--- src/rtl/fifo_arb_pkg.sv ---
// Shared types and default parameters for the FIFO write-port arbiters.
package fifo_arb_pkg;

    typedef enum logic {
        StIdle  = 1'b0,
        StGrant = 1'b1
    } state_t;

    localparam int unsigned DEF_WIDTH = 8;
    localparam int unsigned DEF_NREQ  = 4;
    localparam int unsigned DEF_BURST = 4;

endpackage

--- src/rtl/rr_pick.sv ---
// Combinational round-robin search: first set bit of req at or after ptr, wrapping modulo N.
module rr_pick #(
    parameter int unsigned N = 4
) (
    input  logic [N-1:0]         req,
    input  logic [$clog2(N)-1:0] ptr,
    output logic                 valid,
    output logic [$clog2(N)-1:0] idx
);

    localparam int unsigned IW = $clog2(N);

    logic [IW:0] pos;

    // Scan from the farthest offset back to ptr so the nearest hit wins.
    always_comb begin
        valid = 1'b0;
        idx   = '0;
        pos   = '0;
        for (int unsigned k = 0; k < N; k++) begin
            pos = {1'b0, ptr} + (IW+1)'(N - 1 - k);
            if (pos >= (IW+1)'(N)) begin
                pos = pos - (IW+1)'(N);
            end
            if (req[pos[IW-1:0]]) begin
                valid = 1'b1;
                idx   = pos[IW-1:0];
            end
        end
    end

endmodule

--- src/rtl/fifo_rr_arbiter.sv ---
// Round-robin arbiter granting bursts of up to BURST beats from NREQ requesters into one FIFO.
module fifo_rr_arbiter
    import fifo_arb_pkg::*;
#(
    parameter int unsigned WIDTH = DEF_WIDTH,
    parameter int unsigned NREQ  = DEF_NREQ,
    parameter int unsigned BURST = DEF_BURST
) (
    input  logic                  clk,
    input  logic                  rst,
    input  logic [NREQ-1:0]       req,
    input  logic [NREQ*WIDTH-1:0] wdata_in,
    output logic [NREQ-1:0]       grant,
    output logic [NREQ-1:0]       ack,
    input  logic                  fifo_full,
    output logic                  fifo_wr_en,
    output logic [WIDTH-1:0]      fifo_wdata,
    output logic                  busy
);

    localparam int unsigned IW = $clog2(NREQ);
    localparam int unsigned CW = (BURST > 1) ? $clog2(BURST) : 1;
    localparam logic [CW-1:0] LAST_BEAT = CW'(BURST - 1);
    localparam logic [IW-1:0] LAST_IDX  = IW'(NREQ - 1);

    state_t          state_q, state_d;
    logic [NREQ-1:0] grant_q, grant_d;
    logic [IW-1:0]   gidx_q, gidx_d;
    logic [IW-1:0]   rr_ptr_q, rr_ptr_d;
    logic [CW-1:0]   beat_cnt_q, beat_cnt_d;

    logic          pick_valid;
    logic [IW-1:0] pick_idx;
    logic          req_g;
    logic          accept;

    rr_pick #(
        .N (NREQ)
    ) u_rr_pick (
        .req   (req),
        .ptr   (rr_ptr_q),
        .valid (pick_valid),
        .idx   (pick_idx)
    );

    assign req_g  = req[gidx_q];
    assign accept = (state_q == StGrant) && req_g && !fifo_full;

    always_ff @(posedge clk or posedge rst) begin
        if (rst) begin
            state_q <= StIdle;
        end else begin
            state_q <= state_d;
        end
    end

    always_ff @(posedge clk or posedge rst) begin
        if (rst) begin
            grant_q    <= '0;
            gidx_q     <= '0;
            rr_ptr_q   <= '0;
            beat_cnt_q <= '0;
        end else begin
            grant_q    <= grant_d;
            gidx_q     <= gidx_d;
            rr_ptr_q   <= rr_ptr_d;
            beat_cnt_q <= beat_cnt_d;
        end
    end

    always_comb begin
        state_d    = state_q;
        grant_d    = grant_q;
        gidx_d     = gidx_q;
        rr_ptr_d   = rr_ptr_q;
        beat_cnt_d = beat_cnt_q;
        unique case (state_q)
            StIdle: begin
                if (pick_valid) begin
                    state_d    = StGrant;
                    grant_d    = NREQ'(1) << pick_idx;
                    gidx_d     = pick_idx;
                    beat_cnt_d = '0;
                end
            end
            StGrant: begin
                // Release on a dropped request or on the last beat of the burst.
                if (!req_g || (accept && beat_cnt_q == LAST_BEAT)) begin
                    state_d    = StIdle;
                    grant_d    = '0;
                    rr_ptr_d   = (gidx_q == LAST_IDX) ? '0 : gidx_q + 1'b1;
                    beat_cnt_d = '0;
                end else if (accept) begin
                    beat_cnt_d = beat_cnt_q + 1'b1;
                end
            end
            default: state_d = StIdle;
        endcase
    end

    always_comb begin
        grant      = grant_q;
        busy       = (state_q == StGrant);
        fifo_wr_en = accept;
        ack        = accept ? grant_q : '0;
        fifo_wdata = '0;
        if (state_q == StGrant) begin
            fifo_wdata = wdata_in[gidx_q*WIDTH +: WIDTH];
        end
    end

endmodule

--- config.mk ---
export PLATFORM = sky130hd
export DESIGN_NAME = fifo_rr_arbiter
export DESIGN_NICKNAME = d
export VERILOG_FILES = /design/src/rtl/fifo_arb_pkg.sv /design/src/rtl/rr_pick.sv /design/src/rtl/fifo_rr_arbiter.sv
export SDC_FILE = /design/constraint.sdc
export NUM_CORES = 1
export LEC_CHECK = 0
export CAP_MARGIN = 15
export CELL_PAD_IN_SITES_DETAIL_PLACEMENT = 0
export CELL_PAD_IN_SITES_GLOBAL_PLACEMENT = 1
export CORE_ASPECT_RATIO = 1.5
export CORE_MARGIN = 10
export CORE_UTILIZATION = 28
export CTS_CLUSTER_SIZE = 8
export DETAILED_ROUTE_END_ITERATION = 8
export PLACE_DENSITY_LB_ADDON = 0.3
export SLEW_MARGIN = 10
export SYNTH_ARGS = -nofsm -noshare
export SYNTH_HDL_FRONTEND = slang
export SYNTH_SLANG_ARGS = --single-unit
--- constraint.sdc ---
create_clock -name clk -period 3.7 [get_ports clk]
set_input_delay 0.555 -clock clk [delete_from_list [all_inputs] [get_ports clk]]
set_output_delay 0.555 -clock clk [all_outputs]
set_load 0.1 [all_outputs]
==> metrics.txt <==
Post-Place Setup Slack 0.916 ns; largest net degree at the start of global routing 16; Initial Util 29.8%; Worst-path clk slew 0.05 ns; Skew-Pair Late Insertion Delay 0.24 ns; worst setup margin 0.916 ns; WP depth 6; crit end category output port; Peak Freq 0.359 GHz; postcts setup bufs 0; cell area after layout 0.00149 sq mm; most frequent cells in the layout clkdlybuf4s50_1 (43), buf_4 (13), and2_1 (12); first drt pass iteration count 4; Slowest cell on crit path mux4_2; Hold Path Class flop to flop; Ys Warns 0; cts repair resizes 0; Routed wire per std cell 17.1 um; post-synthesis adder-cell area fraction 2.83%; Met3 Wirelength 208 um; clock root cell clkbuf_8; Seq cells post-synth 11; DP Area 0.00145 sq mm; Period minus WS final 2.78 ns; H-Tree Depth 1; CP startpoint kind input port; synthesized instance count 77; commonest non-fill, non-tap cell in the layout clkdlybuf4s50_1; final WL 2.97 mm; syn_nets 118; Antenna diodes 0; Yosys cell types 30; Worst Path Arrival 2.23 ns; die area 0.00585 sq mm; final hold violation count 0; CTS tree built; Die X 65.9 um; Final period util 75.2%; Post-DP HPWL 2.45 mm; GR Overflow Total 0; Slew HR 34.3%; outcome complete, no violations; WL met1 1.16 mm; Iter 0 DRT Violations 27; DR vias 874; number of I/O pins 57; height of the chip 88.8 um; Final GP Congestion 0.744; Setup CP Type input port to output port; drc violations 0; IO buf count 56; Simple-Gate Fraction of Synth Area 15.7%; synthesis-to-finish area growth 68.6%; CORE AREA 0.00297 sq mm; mux contribution to synthesized area 30.0%; initial antenna violation count 0; number of synthesized flops with an enable pin 0; Via density 5.05; final setup violation count 0; total CTS buffers 3; number of global-route vias before repair 945; first-pass GRT wire length 4.69 mm; crit path max fanout 7; Net count, final 176; top cell family by delay on the critical path buffers and inverters; Req. time, crit path 3.14 ns; peak per-stage delay on the critical path 0.54 ns; setup_tns 0 ns; Worst Reg-to-Reg Cells 4; DR top layer met4; worst hold stages 1; worst path cell trace clkdlybuf4s50_1 > mux4_2 > nand2_1 > nor2_2 > and2_1 > buf_4; Post-Route Skew 0.00681 ns; DR WL met2 1.56 mm; worst slew pin tran 0.982 ns; maxcap violations 0; Routed Antenna Nets 0; hold-fix buffers at CTS 0; Syn Std Cell Area 885 sq um; fin. max-slew vios 0; Post-Synth XOR/XNOR Area 0%; WP buf/inv 2; RSZ-0062 raised after global routing false; Fillers 271; sequential area share after synthesis 31.1%; Global Route Usage Sum 10.0%; largest family of logic cells by synthesized area multiplexers; CTS Buffer Depth 2; Compound-Gate Fraction of Synth Area 17.0%; Synth Area per Inst 11.5 sq um; Rows 24; Clock Sinks 11; Async SR Flop Fraction 100%; leading register cell type out of synthesis dfrtp_1; share of cells above drive strength 1 27.6%
[per-stage QoR]
step / utilization [%] / hold slack [ns] / std cells
after global routing: 50.2 / 0.539 / 173
after detailed placement: 48.6 / 0.505 / 169
final: 50.2 / 0.510 / 173
after CTS: 50.2 / 0.512 / 173
after global placement: 48.6 / 0.487 / 169
after floorplan: - / 0.407 / 77
[metal layers]
layer	track usage, %	up-vias
met5	0	-
met2	18.4	33
met4	2.93	0
li1	-	419
met3	3.16	5
met1	10.5	417
[registers in the layout, summed over array words and instances (netlist names)]
| signal | flops |
|---|---|
| busy | 1 |
| rr_ptr_q | 2 |
| gidx_q | 2 |
| grant | 4 |
| beat_cnt_q | 2 |
[cell type report]
class                   count  area, sq um  share of cell area (%)
well taps                  39         48.8                    3.27
flip-flops and latches     11          275                    18.5
inverters                   3         11.3                   0.755
clock buffers               3         41.3                    2.77
multi-input cells          60          582                    39.0
clock inverters             1         5.00                   0.336
repair buffers             56          528                    35.4
[synth_stat cells (2+ instances only)]
master | count | area (sq um)
ha_1 | 2 | 25.0
mux2_2 | 2 | 22.5
buf_4 | 2 | 15.0
mux4_2 | 9 | 203
nor2_1 | 5 | 18.8
o21ai_0 | 2 | 10.0
a21oi_1 | 3 | 15.0
dfrtp_1 | 11 | 275
a32o_1 | 4 | 40.0
mux2_4 | 2 | 30.0
inv_1 | 3 | 11.3
and2_1 | 12 | 75.1
nand2_1 | 3 | 11.3
[kinds of logic (layout without fill, tap and decap cells)]
logic type                 count (synthesis)  after routing
and+or+nand+nor                           25             25
AOI/OAI and AO/OA                         19             19
muxes                                     14             14
DFF                                       11             11
buffers and inverters                      6             63
adders and majority gates                  2              2
[path summary, 6_finish.rpt]
path | start | endpoint | slack, ns
max in group asynchronous | rst | gidx_q[1]$_DFFE_PP0P_ | 2.78
min | beat_cnt_q[0]$_DFFE_PP0P_ | beat_cnt_q[0]$_DFFE_PP0P_ | 0.51
min in group asynchronous | rst | beat_cnt_q[1]$_DFFE_PP0P_ | 0.61
max reg2reg | gidx_q[0]$_DFFE_PP0P_ | rr_ptr_q[0]$_DFFE_PP0P_ | 1.70
max | req[3] | ack[2] | 0.92
min reg2reg | beat_cnt_q[0]$_DFFE_PP0P_ | beat_cnt_q[0]$_DFFE_PP0P_ | 0.51
[worst reg2reg max path, stage by stage, from the launching register on]
cell and delay [ns]:
dfrtp_1 0.74, mux4_2 0.62, o21ai_2 0.10, nand2_2 0.10, mux2_4 0.32
Power is left out: the tool's default activity adds up to more than one toggle a clock period on the data nets, which glitch-free logic cannot reach.
